### src/rtl/inst_loader_pkg.sv
// Shared definitions for the instruction-memory loader: FSM encoding,
// default HALT marker and the bytes-per-word helper.
package inst_loader_pkg;

    typedef enum logic [2:0] {
        S_IDLE  = 3'd0,
        S_RECV  = 3'd1,
        S_WRITE = 3'd2,
        S_DONE  = 3'd3,
        S_ERROR = 3'd4
    } state_t;

    localparam int unsigned INST_SZ_DEFAULT   = 32;
    localparam logic [31:0] HALT_WORD_DEFAULT = 32'hFFFF_FFFF;

    function automatic int unsigned bytes_per_word(input int unsigned inst_sz);
        return inst_sz / 8;
    endfunction

endpackage

### src/rtl/loader_timeout.sv
// Idle-cycle counter with clear and enable; o_terminal flags the cycle on
// which the count would reach LIMIT.
module loader_timeout #(
    parameter int unsigned LIMIT = 100000
) (
    input  logic i_clk,
    input  logic i_reset,
    input  logic i_clear,
    input  logic i_enable,
    output logic o_terminal
);

    localparam int unsigned CW = $clog2(LIMIT + 1);

    logic [CW-1:0] cnt_q;
    logic [CW-1:0] cnt_d;

    always_comb begin
        cnt_d = cnt_q;
        if (i_clear) begin
            cnt_d = '0;
        end else if (i_enable) begin
            cnt_d = cnt_q + CW'(1);
        end
    end

    always_ff @(posedge i_clk or negedge i_reset) begin
        if (!i_reset) begin
            cnt_q <= '0;
        end else begin
            cnt_q <= cnt_d;
        end
    end

    assign o_terminal = i_enable && !i_clear && (cnt_q == CW'(LIMIT - 1));

endmodule

### src/rtl/inst_loader.sv
// Packs a UART byte stream (MSB first) into instruction words and writes
// them into instruction memory until the HALT word, overflow or timeout.
module inst_loader
    import inst_loader_pkg::*;
#(
    parameter int unsigned          INST_SZ     = INST_SZ_DEFAULT,
    parameter int unsigned          MEM_SZ      = 10,
    parameter logic [INST_SZ-1:0]   HALT_WORD   = INST_SZ'(HALT_WORD_DEFAULT),
    parameter int unsigned          TIMEOUT_CYC = 100000
) (
    input  logic               i_clk,
    input  logic               i_reset,
    input  logic               i_start,
    input  logic               i_clear,
    input  logic [7:0]         i_rx_data,
    input  logic               i_rx_done,
    output logic               o_write,
    output logic [MEM_SZ-1:0]  o_addr,
    output logic [INST_SZ-1:0] o_instruction,
    output logic               o_loading,
    output logic               o_done,
    output logic               o_error,
    output logic [MEM_SZ:0]    o_word_count,
    output logic [2:0]         o_state
);

    // Handshake: i_rx_done and o_write are single-cycle strobes with no
    // backpressure; data is valid only in the cycle its strobe is high.
    localparam int unsigned BPW = bytes_per_word(INST_SZ);
    localparam int unsigned IW  = (BPW > 1) ? $clog2(BPW) : 1;
    localparam logic [IW-1:0]     LAST_IDX = IW'(BPW - 1);
    localparam logic [MEM_SZ-1:0] ADDR_MAX = '1;

    state_t              state_q, state_d;
    logic [INST_SZ-1:0]  shift_q, shift_d;
    logic [INST_SZ-1:0]  instr_q, instr_d;
    logic [IW-1:0]       idx_q, idx_d;
    logic [MEM_SZ-1:0]   addr_q, addr_d;
    logic [MEM_SZ:0]     count_q, count_d;
    logic                write_q, write_d;
    logic                tmo_clear, tmo_enable, tmo_terminal;

    // Timeout only runs while a word is partially received.
    assign tmo_enable = (state_q == S_RECV) && (idx_q != '0) && !i_rx_done;
    assign tmo_clear  = !tmo_enable;

    loader_timeout #(
        .LIMIT (TIMEOUT_CYC)
    ) u_timeout (
        .i_clk      (i_clk),
        .i_reset    (i_reset),
        .i_clear    (tmo_clear),
        .i_enable   (tmo_enable),
        .o_terminal (tmo_terminal)
    );

    always_ff @(posedge i_clk or negedge i_reset) begin
        if (!i_reset) begin
            state_q <= S_IDLE;
        end else begin
            state_q <= state_d;
        end
    end

    always_comb begin
        state_d = state_q;
        case (state_q)
            S_IDLE:  if (i_start) state_d = S_RECV;
            S_RECV: begin
                if (i_rx_done && (idx_q == LAST_IDX)) begin
                    state_d = S_WRITE;
                end else if (tmo_terminal) begin
                    state_d = S_ERROR;
                end
            end
            S_WRITE: begin
                if (instr_q == HALT_WORD) begin
                    state_d = S_DONE;
                end else if (addr_q == ADDR_MAX) begin
                    state_d = S_ERROR;
                end else begin
                    state_d = S_RECV;
                end
            end
            S_DONE, S_ERROR: if (i_clear) state_d = S_IDLE;
            default: state_d = S_IDLE;
        endcase
    end

    always_comb begin
        shift_d = shift_q;
        instr_d = instr_q;
        idx_d   = idx_q;
        addr_d  = addr_q;
        count_d = count_q;
        write_d = 1'b0;
        case (state_q)
            S_IDLE: begin
                if (i_start) begin
                    addr_d  = '0;
                    idx_d   = '0;
                    count_d = '0;
                end
            end
            S_RECV: begin
                if (i_rx_done) begin
                    shift_d = INST_SZ'({shift_q, i_rx_data});
                    if (idx_q == LAST_IDX) begin
                        idx_d   = '0;
                        write_d = 1'b1;
                        instr_d = INST_SZ'({shift_q, i_rx_data});
                    end else begin
                        idx_d = idx_q + IW'(1);
                    end
                end
            end
            S_WRITE: begin
                count_d = count_q + (MEM_SZ+1)'(1);
                // Address only advances when another word follows, so it
                // holds the last written address in DONE/ERROR.
                if (state_d == S_RECV) begin
                    addr_d = addr_q + MEM_SZ'(1);
                end
                if (i_rx_done) begin
                    shift_d = INST_SZ'({shift_q, i_rx_data});
                    idx_d   = idx_q + IW'(1);
                end
            end
            default: ;
        endcase
    end

    always_ff @(posedge i_clk or negedge i_reset) begin
        if (!i_reset) begin
            shift_q <= '0;
            instr_q <= '0;
            idx_q   <= '0;
            addr_q  <= '0;
            count_q <= '0;
            write_q <= 1'b0;
        end else begin
            shift_q <= shift_d;
            instr_q <= instr_d;
            idx_q   <= idx_d;
            addr_q  <= addr_d;
            count_q <= count_d;
            write_q <= write_d;
        end
    end

    always_comb begin
        o_loading = (state_q == S_RECV) || (state_q == S_WRITE);
        o_done    = (state_q == S_DONE);
        o_error   = (state_q == S_ERROR);
    end

    assign o_write       = write_q;
    assign o_addr        = addr_q;
    assign o_instruction = instr_q;
    assign o_word_count  = count_q;
    assign o_state       = state_q;

endmodule

### config.mk
export PLATFORM = sky130hd
export DESIGN_NAME = inst_loader
export DESIGN_NICKNAME = d
export VERILOG_FILES = /design/src/rtl/inst_loader_pkg.sv /design/src/rtl/loader_timeout.sv /design/src/rtl/inst_loader.sv
export SDC_FILE = /design/constraint.sdc
export NUM_CORES = 1
export LEC_CHECK = 0
export ABC_AREA = 1
export BUFFER_PORTS_ARGS = -buffer_cell sky130_fd_sc_hd__clkbuf_2
export CORE_UTILIZATION = 61
export DETAILED_ROUTE_END_ITERATION = 10
export GPL_ROUTABILITY_DRIVEN = 0
export MAX_ROUTING_LAYER = met4
export PLACE_DENSITY = 0.85
export SYNTH_ARGS = -nofsm -noshare
export SYNTH_HDL_FRONTEND = slang
export SYNTH_SLANG_ARGS = --single-unit
### constraint.sdc
create_clock -name i_clk -period 2.3 [get_ports i_clk]
set_input_delay 0.345 -clock i_clk [delete_from_list [all_inputs] [get_ports i_clk]]
set_output_delay 0.345 -clock i_clk [all_outputs]
set_load 0.05 [all_outputs]
### Word level (Yosys, flattened, before mapping)

Index checks and enable logic that the tools add are counted.

* register bits after elaboration: 100
* bits in latches: 0
* bits in writable memories: 0
* bits in read-only memories: 0
* output and inout bits: 60
* memories: 0

* add/subtract/negate cells: 4
* multiply operators: 0
* div/mod/pow operators: 0
* $lt $le $gt $ge: 0
* equal/unequal tests: 13
* shift operators: 0
* muxes and demuxes: 21
* bitwise operators: 0
* reductions and logical operators: 17

Operator list (number)
* $eq 32x32->1 const B: 1
* $pmux 11 s2: 1
* $mux 10: 2
* $pmux 10 s2: 1
* $mux 3: 6
* $add 17x1->17 const B: 1
* $eq 17x17->1 const B: 1
* $mux 17: 1
* $pmux 3 s4: 1
* $add 11x1->11 const B: 1
* $mux 11: 1
* $add 10x1->10 const B: 1
* $eq 10x10->1 const B: 1
* $mux 2: 4
* $ne 2x2->1 const B: 4
* $eq 3x1->1 const B: 2
* $eq 3x2->1 const B: 2
* $pmux 2 s3: 1
* $reduce_and 3->1: 2
* $logic_and 1x1->1: 4
* $reduce_and 2->1: 2
* $reduce_and 4->1: 1
* $reduce_bool 2->1: 2
* $reduce_or 2->1: 2
* other kinds (8): 10

### Longest topological paths before layout

* word-level depth: 10
* gate-level depth with buffers: 11
* gate-level depth less buffers: 11

### By module

Synthesis repeated with hierarchy kept, for this count alone.

* cell total of the unflattened synthesis: 577
* area total of the unflattened synthesis: 4775.8 um^2

By module, submodules not included
* inst_loader: times used 1, cells an instance 442, area an instance 3749.8 um^2
* loader_timeout: times used 1, cells an instance 135, area an instance 1026.0 um^2

### Least setup slack after synthesis

OpenSTA, ideal clock, no wires.

* kind: reg2reg
* start: register state_q[2], in the netlist o_state[2]
* end: register state_q[2], in the netlist o_state[2]
* arrival: 2246 ps
* slack: -11 ps
* cell stages (with the launch flop): 6
* path buffers: 0
* clock period less this slack: 2311 ps
* cell sequence: dfrtp_1 -> inv_2 -> nor3_1 -> inv_1 -> o21a_1 -> nand2_1

* elaborated cells between the ends (all ways): 14
* classes of those cells: eq/ne: 4; mux: 5; reduce/logical: 5

RTL lines
* start, declared: RTL line inst_loader.sv:34 `state_t state_q, state_d;`
* start signal, assigned: RTL line inst_loader.sv:61 `state_q <= state_d;`
* $eq 3x3->1
* via o_error: RTL line inst_loader.sv:22 `output logic o_error,`
* $reduce_or 2->1: RTL line inst_loader.sv:67 `case (state_q)`
* $pmux 3 s4: RTL line inst_loader.sv:67
* via state_d[2]: RTL line inst_loader.sv:34

The timed path passes the listed nets, and every way through them passes these cells.
A chain may end at the register's enable or synchronous reset.

### Final worst setup path

* start: register state_q[2], in the netlist o_state[2]
* end: output o_loading

* cells in the longest elaborated chain, start to end: 2
* elaborated cells between the ends (all ways): 3
* classes of those cells: eq/ne: 2; reduce/logical: 1

Ends and longest elaborated chain
* $eq 3x1->1 / $eq 3x2->1 (equally long branches): RTL line inst_loader.sv:152 `o_loading = (state_q == S_RECV) || (state_q == S_WRITE);`
* $logic_or 1x1->1 (*): RTL line inst_loader.sv:152
* end, declared: RTL line inst_loader.sv:20 `output logic o_loading,`

Mark *: on every way between the ends. The rest lies on a longest branch, timed or not.

==> summary by stage <==
Synth
The synthesized netlist devotes 8.13% of its cell area to compound gates. After Yosys synthesis, full adders, half adders and majority gates account for approximately 1.3% of the synthesized area. The register bit count reported by yosys is 100. The post-synthesis sequential area ratio is a little over half. The mean area per synthesized cell is ~8.2 um^2. By area, the combinational part of the netlist is dominated by simple AND/OR/NAND/NOR gates. For this run, asynchronously set or reset flops after synthesis account for 100%. The flip-flop cell with the highest count after synthesis is dfrtp_1.

The post-synthesis simple-gate area fraction is 27.0%. The cell type with the largest total area after synthesis is dfrtp_1. The most common cell in the synthesized netlist is nand2_1.

The top cell type by area accounts for a little over half of the synthesized area. Synthesis produced a netlist with a net count of between 500 and 600. The total number of yosys warnings is 0. Measured against the total synthesized area, the mux share comes to 0%. The number of flops mapped to enable cells by yosys is 0.

Summing the areas of all xor and xnor instances in the mapped netlist gives under 10% of the synthesized area. The synthesized instance count is ~570. In the post-synthesis netlist, the biggest area contributors are dfrtp_1, nand2_1, o21ai_1, inv_1, nor2_1. The cell area that synthesis handed to floorplanning was 4680 um^2.

The number of distinct library cells after synthesis is 33. In the synthesized netlist, the cells that appear most often are nand2_1, dfrtp_1, inv_1, nor2_1, o21ai_1.

Routing
The routed via count divided by cell count is between 5 and 6. The first-pass iteration count of the detailed router is 5. In the routed design, unresolved DRC markers number 0. The total wire length after detailed routing is 9.54 mm. The iteration-0 DRC count of the detailed router is around 180.

For this block, the via count after detailed routing is 3910. Dividing the detail-routed wire length by the instance count gives around 13 um. The detail route stage leaves a number of antenna-violating nets equal to 0.

Worst hold path
The worst hold path terminates at shift_q[5]. The worst hold path stage count is 3. The path type of the worst min-delay path is in2reg. The beginning of the worst hold path is i_rx_data[5].

Timing
The final number of max-transition violations came to 0. The worst path needs about 2.1 ns of the cycle, external delays included. The final total negative setup slack is 0 ns. The slew of the pin with the lowest slew margin is about 0.84 ns. The worst slew slack as a fraction of its limit is 43.9%. The post-route fraction of the period consumed by the critical path is between 90 and 100%. Setup violations remaining at the end of the flow were counted as 0. Setup repair after global routing left no endpoint under its margin.

The number of hold violations in the final report was 0. Between clock sinks in the finished design, the worst skew comes to 0.0132 ns. Derived from the worst setup path, the maximum achievable clock frequency is 0.476 GHz.

Clock network
The clock sink total is 100. Counting along the longest clock path gives a buffer depth of 2. After clock tree synthesis, the clock-pin slew on the worst setup and hold paths is 0.10 ns. The clock tree root buffer cell is clkbuf_8. The number of setup buffers added after CTS is 0.

The number of instances resized during post-cts repair is 0. TritonCTS built the clock tree. The insertion delay of the later-clocked pin in the worst-skew pair is between 0.3 and 0.4 ns. The number of clock buffers inserted by TritonCTS is 9. The H-tree was split into 3 levels.

Final layout
0 antenna diodes ended up in the layout. Excluding fillers, the count of instances in the completed layout stands at approximately 750. The fraction of layout cells with a size suffix above 1 is between 10% and 20%. The area overhead of the layout relative to synthesis is 13.9%. The post-layout net count is 660.

GRT
The number of global-route vias before repair is 3646. The initial antenna violation count is 0. The total routing resource utilization after global routing is 26.8%. The first global-routing pass estimated 15.8 mm of wire. The remaining global-route overflow is 0. The pin count of the biggest net entering global routing is 57.

Setup path
The worst setup path is captured at a primary output. STA puts the critical path data required time at between 1.5 and 2 ns. The worst register-to-register path has a depth of 7. The worst reg2reg path endpoint is o_addr[9]. The element type at the critical path start is a flop. The top fanout value on the critical path is 10. The startpoint of the worst register-to-register path is o_state[2]. Data arrives at the worst endpoint at about 1.8 ns. In this run the register-to-register setup slack is roughly 0.29 ns. The type of the worst setup path is reg2out.

Die
The die width is ~90 um. The die height is ~90 um. Pin placement for this block handled 73 I/O pins. For this configuration, the core starts out at a cell density of a little under two thirds. Row generation in the floorplan step produced 31 rows. The die covers 8020 um^2. The area of the core is 7330 um^2.

Pwr
IR analysis of the VDD net gives a maximum drop of about 0.00084 V. The total power per unit cell area is 1170 nW/um^2. The analysis attributes to cell leakage a power of around 0.0027 uW.

Placed design
Detailed placement finished with a half-perimeter wire length of ~6.8 mm. Input and output buffers added on the ports amount to a little over 70. The total placed cells including tap cells is between 700 and 800.

Outcome
The run finished with clean final reports.

Run
Max-cap violations in this run came to 0.
-- where the power goes --
group / internal (uW) / switching [uW]
clock network: 445 / 643
logic: 589 / 1930
registers: 2260 / 374
-- registers in the layout (all words and copies together) (netlist names) --
| signal | cells |
|---|---|
| o_state | 3 |
| idx_q | 2 |
| o_instruction | 32 |
| o_addr | 10 |
| shift_q | 24 |
| o_word_count | 11 |
| o_write | 1 |
| u_timeout.cnt_q | 17 |
-- critical path, stage by stage, from the launching register on --
cell	delay [ns]
dfrtp_1	0.43
inv_2	0.12
nand3_1	0.30
nand2_2	0.22
clkbuf_2	0.30
-- cell usage in the layout (no fill, tap or decap), types with 8 or more instances in the layout --
cell | netlist | layout
clkbuf_2 | 0 | 71
clkbuf_8 | 0 | 10
dfrtp_1 | 100 | 100
inv_1 | 55 | 55
inv_2 | 10 | 10
nand2_1 | 167 | 167
nand3_1 | 35 | 35
nor2_1 | 55 | 55
nor3_1 | 15 | 14
o21ai_0 | 16 | 16
o21ai_1 | 47 | 47
xor2_1 | 8 | 8
-- per-stage QoR --
step / area (um^2) / hold WS, ns / worst slack (ns) / utilization [%] / total power, uW
finish: 5330 / 0.196 / 0.199 / 72.6 / 6240
detailed placement: 5120 / 0.290 / 0.362 / 69.8 / 5180
floorplan: 4680 / 0.0494 / 0.397 / - / 4560
global placement: 5120 / 0.287 / 0.484 / 69.8 / 5090
global route: 5330 / 0.196 / 0.119 / 72.6 / 6620
CTS: 5330 / 0.182 / 0.210 / 72.6 / 6280
-- timing repair --
action,in CTS,in global routing
setup endpoints to repair,0,0
endpoints found under the hold margin,25,0
hold buffers,1,0
-- metal layers --
metal	track usage, %	wire length (um)
met3	7.39	573
met2	44.8	4810
met5	-	0
met1	32.2	4050
met4	6.64	112
-- kinds of logic (layout without fill, tap and decap cells) --
group                    count (synthesis)  after routing
adder cells (fa/ha/maj)                  5              5
AO/OA/AOI/OAI                           74             74
AND/OR/NAND/NOR                        294            294
buffers and inverters                   84            162
XOR/XNOR                                12             12
flip-flops                             100            100
-- final cells by class --
type	instances	area [um^2]
sequential	100	2500
fill	527	2010
multi-input combinational	385	1820
timing repair buffer	80	438
inverter	66	248
clock buffer	10	138
tap	99	124
clock inverter	6	58.8
-- worst max-delay path by stage --
stage	slack, ns	start	endpoint	cells after the start
floorplan	0.40	o_state[0]	o_done	2
global placement	0.48	o_state[2]	o_addr[3]	7
CTS	0.21	o_state[2]	o_loading	4
finish	0.20	o_state[2]	o_loading	4
global route	0.12	o_state[2]	o_loading	4
detailed placement	0.36	o_state[2]	o_addr[9]	7
Note: power is estimated with default switching activity, not from simulation.
